## config.mk

```make
export PLATFORM = sky130hd
export DESIGN_NAME = vga_pixel_fetch
export DESIGN_NICKNAME = d
export VERILOG_FILES = /design/src/rtl/vga_pixel_fetch.sv
export SDC_FILE = /design/constraint.sdc
export NUM_CORES = 1
export LEC_CHECK = 0
export BUFFER_PORTS_ARGS = -buffer_cell sky130_fd_sc_hd__buf_2
export CELL_PAD_IN_SITES_DETAIL_PLACEMENT = 1
export CELL_PAD_IN_SITES_GLOBAL_PLACEMENT = 1
export CORE_AREA = 2 2 63 125
export CTS_BUF_LIST = sky130_fd_sc_hd__clkbuf_8
export CTS_CLUSTER_DIAMETER = 100
export DETAILED_ROUTE_END_ITERATION = 10
export DIE_AREA = 0 0 65 127
export GPL_ROUTABILITY_DRIVEN = 1
export PLACE_DENSITY_LB_ADDON = 0.1
export SYNTH_ARGS = -nofsm -noshare
export SYNTH_HDL_FRONTEND = slang
export SYNTH_SLANG_ARGS = --single-unit
```

## constraint.sdc

```tcl
create_clock -name clock -period 7.3 [get_ports clock]
set_clock_uncertainty 0.2 [all_clocks]
set_input_delay 0.365 -clock clock [delete_from_list [all_inputs] [get_ports clock]]
set_output_delay 0.365 -clock clock [all_outputs]
set_load 0.005 [all_outputs]
```

## src/rtl/vga_pixel_fetch.sv

```systemverilog
// Framebuffer fetch for a 160x120 RGB332 frame: generates linear read addresses, absorbs the read
// latency, and keeps colour aligned with delayed syncs. `VGA_PIXEL_FETCH_TEST_PATTERN_EN adds colour bars.
module vga_pixel_fetch #(
  parameter int H_ACTIVE = 160,
  parameter int V_ACTIVE = 120,
  parameter int ADDR_W   = 15,
  parameter int RD_LAT   = 1
) (
  input  logic              clock,
  input  logic              nreset,
`ifdef VGA_PIXEL_FETCH_TEST_PATTERN_EN
  input  logic              test_mode,
`endif
  input  logic              hblank,
  input  logic              hsync,
  input  logic              row_done,
  input  logic              vblank,
  input  logic              vsync,
  input  logic              frame_done,
  input  logic [7:0]        fb_rdata,
  output logic [ADDR_W-1:0] fb_addr,
  output logic              fb_ren,
  output logic [2:0]        red,
  output logic [2:0]        green,
  output logic [1:0]        blue,
  output logic              hsync_out,
  output logic              vsync_out,
  output logic              line_err
);

  localparam int COL_W = $clog2(H_ACTIVE + 1);
  localparam int ROW_W = $clog2(V_ACTIVE + 1);
  localparam logic [COL_W-1:0]  COL_END  = COL_W'(H_ACTIVE);
  localparam logic [ROW_W-1:0]  ROW_END  = ROW_W'(V_ACTIVE);
  localparam logic [ADDR_W-1:0] ADDR_MAX = '1;

  typedef enum logic [0:0] {SYNC_WAIT, RUN} state_t;

  state_t              state_q, state_d;
  logic [ADDR_W-1:0]   addr_q, addr_d;
  logic [COL_W-1:0]    col_q, col_d;
  logic [ROW_W-1:0]    row_q, row_d;
  logic                err_q, err_d;

  logic                active, col_full, row_full, in_run, fetch, err_hit;
  logic [RD_LAT:0]     hs_q, vs_q;
  logic [RD_LAT-1:0]   vld_q;
  logic [7:0]          pix_src;
  logic [7:0]          pix_q;

  // Stage p0: decode of the counters and fetch qualification
  always_comb begin
    active   = ~hblank & ~vblank;
    col_full = (col_q == COL_END);
    row_full = (row_q == ROW_END);
    in_run   = (state_q == RUN);
    fetch    = in_run & active & ~col_full & ~row_full;
    err_hit  = in_run & ((active & (col_full | row_full)) |
                         (row_done & ~col_full & ~row_full));
  end

  always_comb begin
    state_d = state_q;
    addr_d  = addr_q;
    col_d   = col_q;
    row_d   = row_q;
    err_d   = err_q | err_hit;
    if (frame_done) begin
      // frame_done also overrides a coincident row_done, so the row restarts at 0
      state_d = RUN;
      addr_d  = '0;
      col_d   = '0;
      row_d   = '0;
    end else if (in_run) begin
      if (fetch) begin
        col_d = col_q + COL_W'(1);
        if (addr_q != ADDR_MAX) addr_d = addr_q + ADDR_W'(1);
      end
      if (row_done) begin
        col_d = '0;
        if (!row_full) row_d = row_q + ROW_W'(1);
      end
    end
  end

  always_ff @(posedge clock) begin
    if (!nreset) begin
      state_q <= SYNC_WAIT;
      addr_q  <= '0;
      col_q   <= '0;
      row_q   <= '0;
      err_q   <= 1'b0;
    end else begin
      state_q <= state_d;
      addr_q  <= addr_d;
      col_q   <= col_d;
      row_q   <= row_d;
      err_q   <= err_d;
    end
  end

  assign fb_addr  = addr_q;
  assign line_err = err_q;

  // Stages p1..pRD_LAT: valid and syncs ride along with the outstanding read
  always_ff @(posedge clock) begin
    if (!nreset) begin
      hs_q  <= '1;
      vs_q  <= '1;
      vld_q <= '0;
    end else begin
      hs_q     <= {hs_q[RD_LAT-1:0], hsync};
      vs_q     <= {vs_q[RD_LAT-1:0], vsync};
      vld_q[0] <= fetch;
      for (int i = 1; i < RD_LAT; i++) vld_q[i] <= vld_q[i-1];
    end
  end

`ifdef VGA_PIXEL_FETCH_TEST_PATTERN_EN
  localparam int BAR_PX = H_ACTIVE / 8;

  function automatic logic [2:0] bar_index(input logic [COL_W-1:0] c);
    return 3'(c / COL_W'(BAR_PX));
  endfunction

  function automatic logic [7:0] bar_rgb(input logic [2:0] idx);
    return {idx, idx, idx[2:1]};
  endfunction

  logic [RD_LAT-1:0]      tm_q;
  logic [RD_LAT-1:0][2:0] bar_q;

  always_ff @(posedge clock) begin
    if (!nreset) begin
      tm_q  <= '0;
      bar_q <= '0;
    end else begin
      tm_q[0]  <= test_mode;
      bar_q[0] <= bar_index(col_q);
      for (int i = 1; i < RD_LAT; i++) begin
        tm_q[i]  <= tm_q[i-1];
        bar_q[i] <= bar_q[i-1];
      end
    end
  end

  assign fb_ren  = fetch & ~test_mode;
  assign pix_src = tm_q[RD_LAT-1] ? bar_rgb(bar_q[RD_LAT-1]) : fb_rdata;
`else
  assign fb_ren  = fetch;
  assign pix_src = fb_rdata;
`endif

  // Stage pRD_LAT+1: output registers, colour blanked when no fetch is in flight
  always_ff @(posedge clock) begin
    if (!nreset) begin
      pix_q <= '0;
    end else begin
      pix_q <= vld_q[RD_LAT-1] ? pix_src : 8'h00;
    end
  end

  assign {red, green, blue} = pix_q;
  assign hsync_out          = hs_q[RD_LAT];
  assign vsync_out          = vs_q[RD_LAT];

endmodule

```

# After elaboration in Yosys (flattened, before gate mapping)

Cells that the tools add are included.

Flip-flop bits (word level): 45
Input port bits: 16
Output and inout bits: 27
Logic and storage cells: 39

$add $sub $neg: 3
Equal/unequal tests: 3
Multiplexer cells: 2
Bitwise logic cells: 16
Reductions and logical operators: 6

Operator list:

| kind                                                            | number |
|---|---|
| 8-bit 2-to-1 mux                                                | 2 |
| 15-bit by 1-bit adder with 15-bit output, second input constant | 1 |
| 15-bit inequality test, second input constant                   | 1 |
| 8-bit by 1-bit adder with 8-bit output, second input constant   | 1 |
| 1-bit bitwise AND                                               | 8 |
| 8-bit == test, second input constant                            | 1 |
| 7-bit by 1-bit adder with 7-bit output, second input constant   | 1 |
| 7-bit == test, second input constant                            | 1 |
| 3-bit AND reduction                                             | 2 |
| 1-bit NOT                                                       | 5 |
| 2-bit AND reduction                                             | 2 |
| 1-bit bitwise OR                                                | 3 |
| 2-bit nonzero test                                              | 1 |
| 2-bit OR reduction                                              | 1 |

# Logic depth before layout (Yosys ltp)

Word-level depth: 7
Mapped depth: 8
Gate-level depth less buffers: 8

# Worst setup path before layout

OpenSTA, ideal clock, no wires.

Path kind: flip-flop to flip-flop
Start point: register col_q[0]
End point: register addr_q[13], in the netlist fb_addr[13]
Library setup time: 0.071 ns
Data arrival time: 2.028 ns
Required time: 7.029 ns
Slack: 5.001 ns
Cell stages (with the launch flop): 9
Path buffers: 1
Period minus slack after synthesis: 2.299 ns
Cells stage by stage: dfxtp_1 > inv_1 > ha_1 > and4bb_4 > a31o_1 > buf_6 > or4_4 > or3_1 > a21oi_1

Cells in the longest elaborated chain, start to end: 5

RTL lines:

| element                              | line | text |
|---|---|---|
| start: declaration                   | 41   | `logic [COL_W-1:0] col_q, col_d;` |
| start signal: assignment             | 96   | `col_q <= col_d;` |
| 8-bit == test                        | 54   | `col_full = (col_q == COL_END);` |
| 1-bit NOT                            | 57   | `fetch = in_run & active & ~col_full & ~row_full;` |
| 1-bit bitwise AND (2 in series)      | 57   |  |
| 3-bit AND reduction (no source line) | --   |  |
| end signal: assignment               | 95   | `addr_q <= addr_d;` |
| end: declaration                     | 40   | `logic [ADDR_W-1:0] addr_q, addr_d;` |

Every way passes these cells.
A chain may end at the register's enable or synchronous reset.

# Worst setup path after layout

Start point: register col_q[0]
End point: output fb_ren

Cells in the longest elaborated chain, start to end: 4

RTL lines:

| element                         | line | text |
|---|---|---|
| 8-bit == test                   | 54   |  |
| 1-bit NOT                       | 57   |  |
| 1-bit bitwise AND (2 in series) | 57   |  |
| end: declaration                | 22   | `output logic fb_ren,` |

Every way passes these cells.

==> impl.org <==
** Run status
- The flow ran to the end, and the final reports show no timing, DRC or antenna violations.

** Setup path
- Worst-case register-to-register setup slack :: between 4000 and 5000 ps
- Arrival @ worst endpoint :: ~2000 ps
- Kind of start point of the critical path :: flop
- Capturing element type of the critical path :: output pin
- Reg-to-reg endpoint :: fb_addr[13]
- Crit Path Max Fanout :: 5
- Startpoint of the worst-slack reg-to-reg timing path :: col_q[0]
- The worst register-to-register path has a depth of 7.
- Required time at the worst-slack endpoint :: 6730 ps
- Critical path class :: flop to output pin

** GRT
- First-pass GRT wire length :: 9.204 mm
- Overall track demand over capacity in global routing :: 0.1445
- The via count of the first global-routing pass was around 1900.
- Number of antenna violations at the first check in global routing :: 0
- Maximum number of pins on one net before global-route repair :: 30
- After global routing the overflow that remains totals 0.

** Power and ir drop
- The design draws 476.5 uW.
- Clock network power share :: 0.427
- PD cells :: around 200 nW/um^2
- Internal power contribution :: roughly 360 uW
- Worst-case vdd ir drop :: 99.82 uV
- Of the total power, registers draw 0.524.
- Static leakage :: 0.0009681 uW
- Summed over all nets, the switching power comes to 115.1 uW.
- Of the total power, combinational logic draws 0.049.
- Switching power as a share of total power :: 0.2416

** CTS
- CTS tree :: yes
- The H-tree was split into 2 levels.
- In this run the deepest clock path goes through 2 buffers.
- At the later pin of the worst-skew pair, clock insertion delay measures 320 ps.
- TritonCTS created 5 clock buffers.
- Buffers inserted during post-CTS setup optimization :: 0
- Hold Buf Count CTS :: 0
- CTS sink cnt :: 45
- Clock-pin slew of the registers on the worst-case setup and hold paths :: 100 ps
- Post-cts gate resize count :: 0
- Clock tree root driver cell :: sky130_fd_sc_hd__clkbuf_8

** Route
- Routed length on met2 :: ~3 mm
- Pre-Repair DR Iteration Count :: 4
- DRC viols :: 0
- In the final routing, the length of wire on met1 measures 2.045 mm.
- The routed design has 5.387 mm of wire.
- Once detail routing completed, the nets flagged for antenna violations numbered 0.
- Across all layers, the routed design uses 1767 vias.
- Mean routed wirelength per cell :: between 15 and 20 um
- Total length of routed met3 wires :: 189 um
- Vias per std cell :: 4.950
- Number of design-rule violations left by the first detailed-router iteration :: 69
- Highest signal layer in the routed design :: met4

** Synthesis
- Of the post-synthesis cell area, the dominant cell type holds 0.4520.
- Fraction of registers with async set/reset :: 0
- After technology mapping, the gate count stands at 221.
- Counting flops and latches in the post-synthesis netlist gives 45.
- Mean instance size in the synthesized netlist :: 9.019 sq um
- The largest total area in the synthesized netlist belongs to sky130_fd_sc_hd__dfxtp_1.
- Library cell with the highest instance count after synthesis :: sky130_fd_sc_hd__dfxtp_1
- Number of enable flip-flop cells after synthesis :: 0
- When the netlist entered floorplanning its net count stood at 242.
- After synthesis, the netlist uses 38 different library cells.
- The share of the Yosys chip area taken by registers is 0.4520.
- Top post-synthesis cells by count :: sky130_fd_sc_hd__dfxtp_1 (45), sky130_fd_sc_hd__nor2_1 (21), sky130_fd_sc_hd__nand3_1 (20)
- Most common flop cell mapped by yosys :: sky130_fd_sc_hd__dfxtp_1
- Largest cells by area after synthesis :: sky130_fd_sc_hd__dfxtp_1 (45%), sky130_fd_sc_hd__and3_1 (6.0%), sky130_fd_sc_hd__xnor2_1 (5.3%)
- The Yosys step of the flow raised 0 warnings.
- In this run the cell area of the synthesized design comes to 1993 sq um.

** Min path
- The worst hold path passes through 2 cells.
- The tightest min-delay check is of the primary input to flop type.
- Origin of the worst min-delay path :: hsync
- Endpoint, Worst Hold :: hs_q[0]

** Job
- Max-cap violations in this run came to 0.

** Cells and area
- Share of final-layout standard cells stronger than drive strength 1 :: 0.2113
- Synth-to-layout area growth :: 21.03%
- Antenna diodes :: 0
- The net count of the finished layout is 285.

** Place
- Routability-driven placement congestion ratio :: 0.7454
- Quantity of I/O buffers inserted on ports :: 42
- After legalization and detailed placement, the total HPWL measured 4.066 mm.

** Die
- Horizontal extent of the die :: 65 um
- The die covers between 8000 and 9000 sq um.
- Height of the chip :: 127 um
- For this configuration, the core starts out at a cell density of 0.2764.
- In this run the count of I/O pins placed on the die edge is 43.
- Core footprint :: 7212 sq um
- The initialized floorplan defines 44 standard-cell rows.

** STA
- RSZ-0062 raised after global routing :: false
- Shortest clock period the worst path allows after layout :: between 2000 and 3000 ps
- The number of hold violations in the final report came to 0.
- Setup violations remaining at the end of the flow were counted as 0.
- At the pin with the least slew margin, the transition time is 780.3 ps.
- Relative slew slack :: 0.4755
- TNS Setup :: 0 ps
- Of the available clock period, the critical path in the final layout requires 0.3524.
- Fmax :: 388.8 MHz
- The total count of max-transition violations in the final report is 0.
- Across all hold checks on the routed design, the worst slack comes to 14.34 ps.
[kinds of logic after synthesis]
family / share of synthesized area
AND/OR/NAND/NOR: 0.3095
XOR/XNOR: 0.06592
adder cells (fa/ha/maj): 0.03139
AO/OA/AOI/OAI: 0.08600
buffers and inverters: 0.03013
flip-flops: 0.4520
multiplexers: 0.02511
[through the flow]
| stage | instance area (sq um) | worst slack [ps] | util | instances |
|---|---|---|---|---|
| finish | 2412 | 4728 | 0.3345 | 357 |
| global route | 2412 | 4524 | 0.3345 | 357 |
| CTS | 2412 | 4680 | 0.3345 | 357 |
| detailed placement | 2296 | 4843 | 0.3184 | 349 |
| floorplan | 1993 | 5001 | - | 221 |
| global placement | 2296 | 4911 | 0.3184 | 349 |
[power groups by stage]
stage	combinational, uW	sequential [uW]	clock (uW)
4_1_cts	24.0	250	210
3_3_place_gp	23.7	255	0
2_1_floorplan	13.6	255	0
5_1_grt	26.9	250	222
3_5_place_dp	23.9	256	0
6_report	23.3	250	203
[placed cells by master (no fill, tap or decap), drive strengths merged, types with 4 or more instances in the layout]
cell,instances
dfxtp,45
buf,44
nor2,21
nand3,20
and3,19
xnor2,12
nand4,9
a21oi,9
nand2,8
nor4,8
inv,8
nand2b,7
o21ai,5
mux2i,5
ha,5
clkbuf,5
or3,4
[metal layers]
metal / track usage / vias to the layer above
li1: - / 879
met1: 0.1472 / 845
met2: 0.2717 / 34
met3: 0.02641 / 9
met4: 0.07134 / 0
met5: 0 / -
[worst max-delay path: stages, from the launching register on]
cell and delay (ps):
sky130_fd_sc_hd__dfxtp_1 370, sky130_fd_sc_hd__inv_1 80, sky130_fd_sc_hd__ha_1 210, sky130_fd_sc_hd__and4bb_4 200
sky130_fd_sc_hd__a31oi_1 390, sky130_fd_sc_hd__nand2_1 210, sky130_fd_sc_hd__inv_1 120, sky130_fd_sc_hd__buf_2 120
[worst max-delay path by stage]
stage | end | startpoint | slack [ps]
5_1_grt | fb_ren | col_q[0] | 4520
4_1_cts | fb_ren | col_q[0] | 4680
3_5_place_dp | fb_addr[13] | col_q[0] | 4840
2_1_floorplan | fb_addr[13] | col_q[0] | 5000
3_3_place_gp | fb_addr[13] | col_q[0] | 4910
6_report | fb_ren | col_q[0] | 4730
[flip-flops by register name, summed over array words and instances (netlist names)]
name and cells:
line_err 1, hs_q 2, vs_q 2, in_run 1
col_q 8, pix_q 8, row_q 7, vld_q 1
fb_addr 15
[layout make-up]
cell class	instances	area [sq um]
Timing Repair Buffer	44	225.2
Fill cell	882	4800
Inverter	6	22.52
Clock buffer	5	68.82
Clock inverter	3	47.55
Tap cell	92	115.1
Multi-Input combinational cell	162	1032
Sequential cell	45	900.9
(Power assumes the default switching activity.)
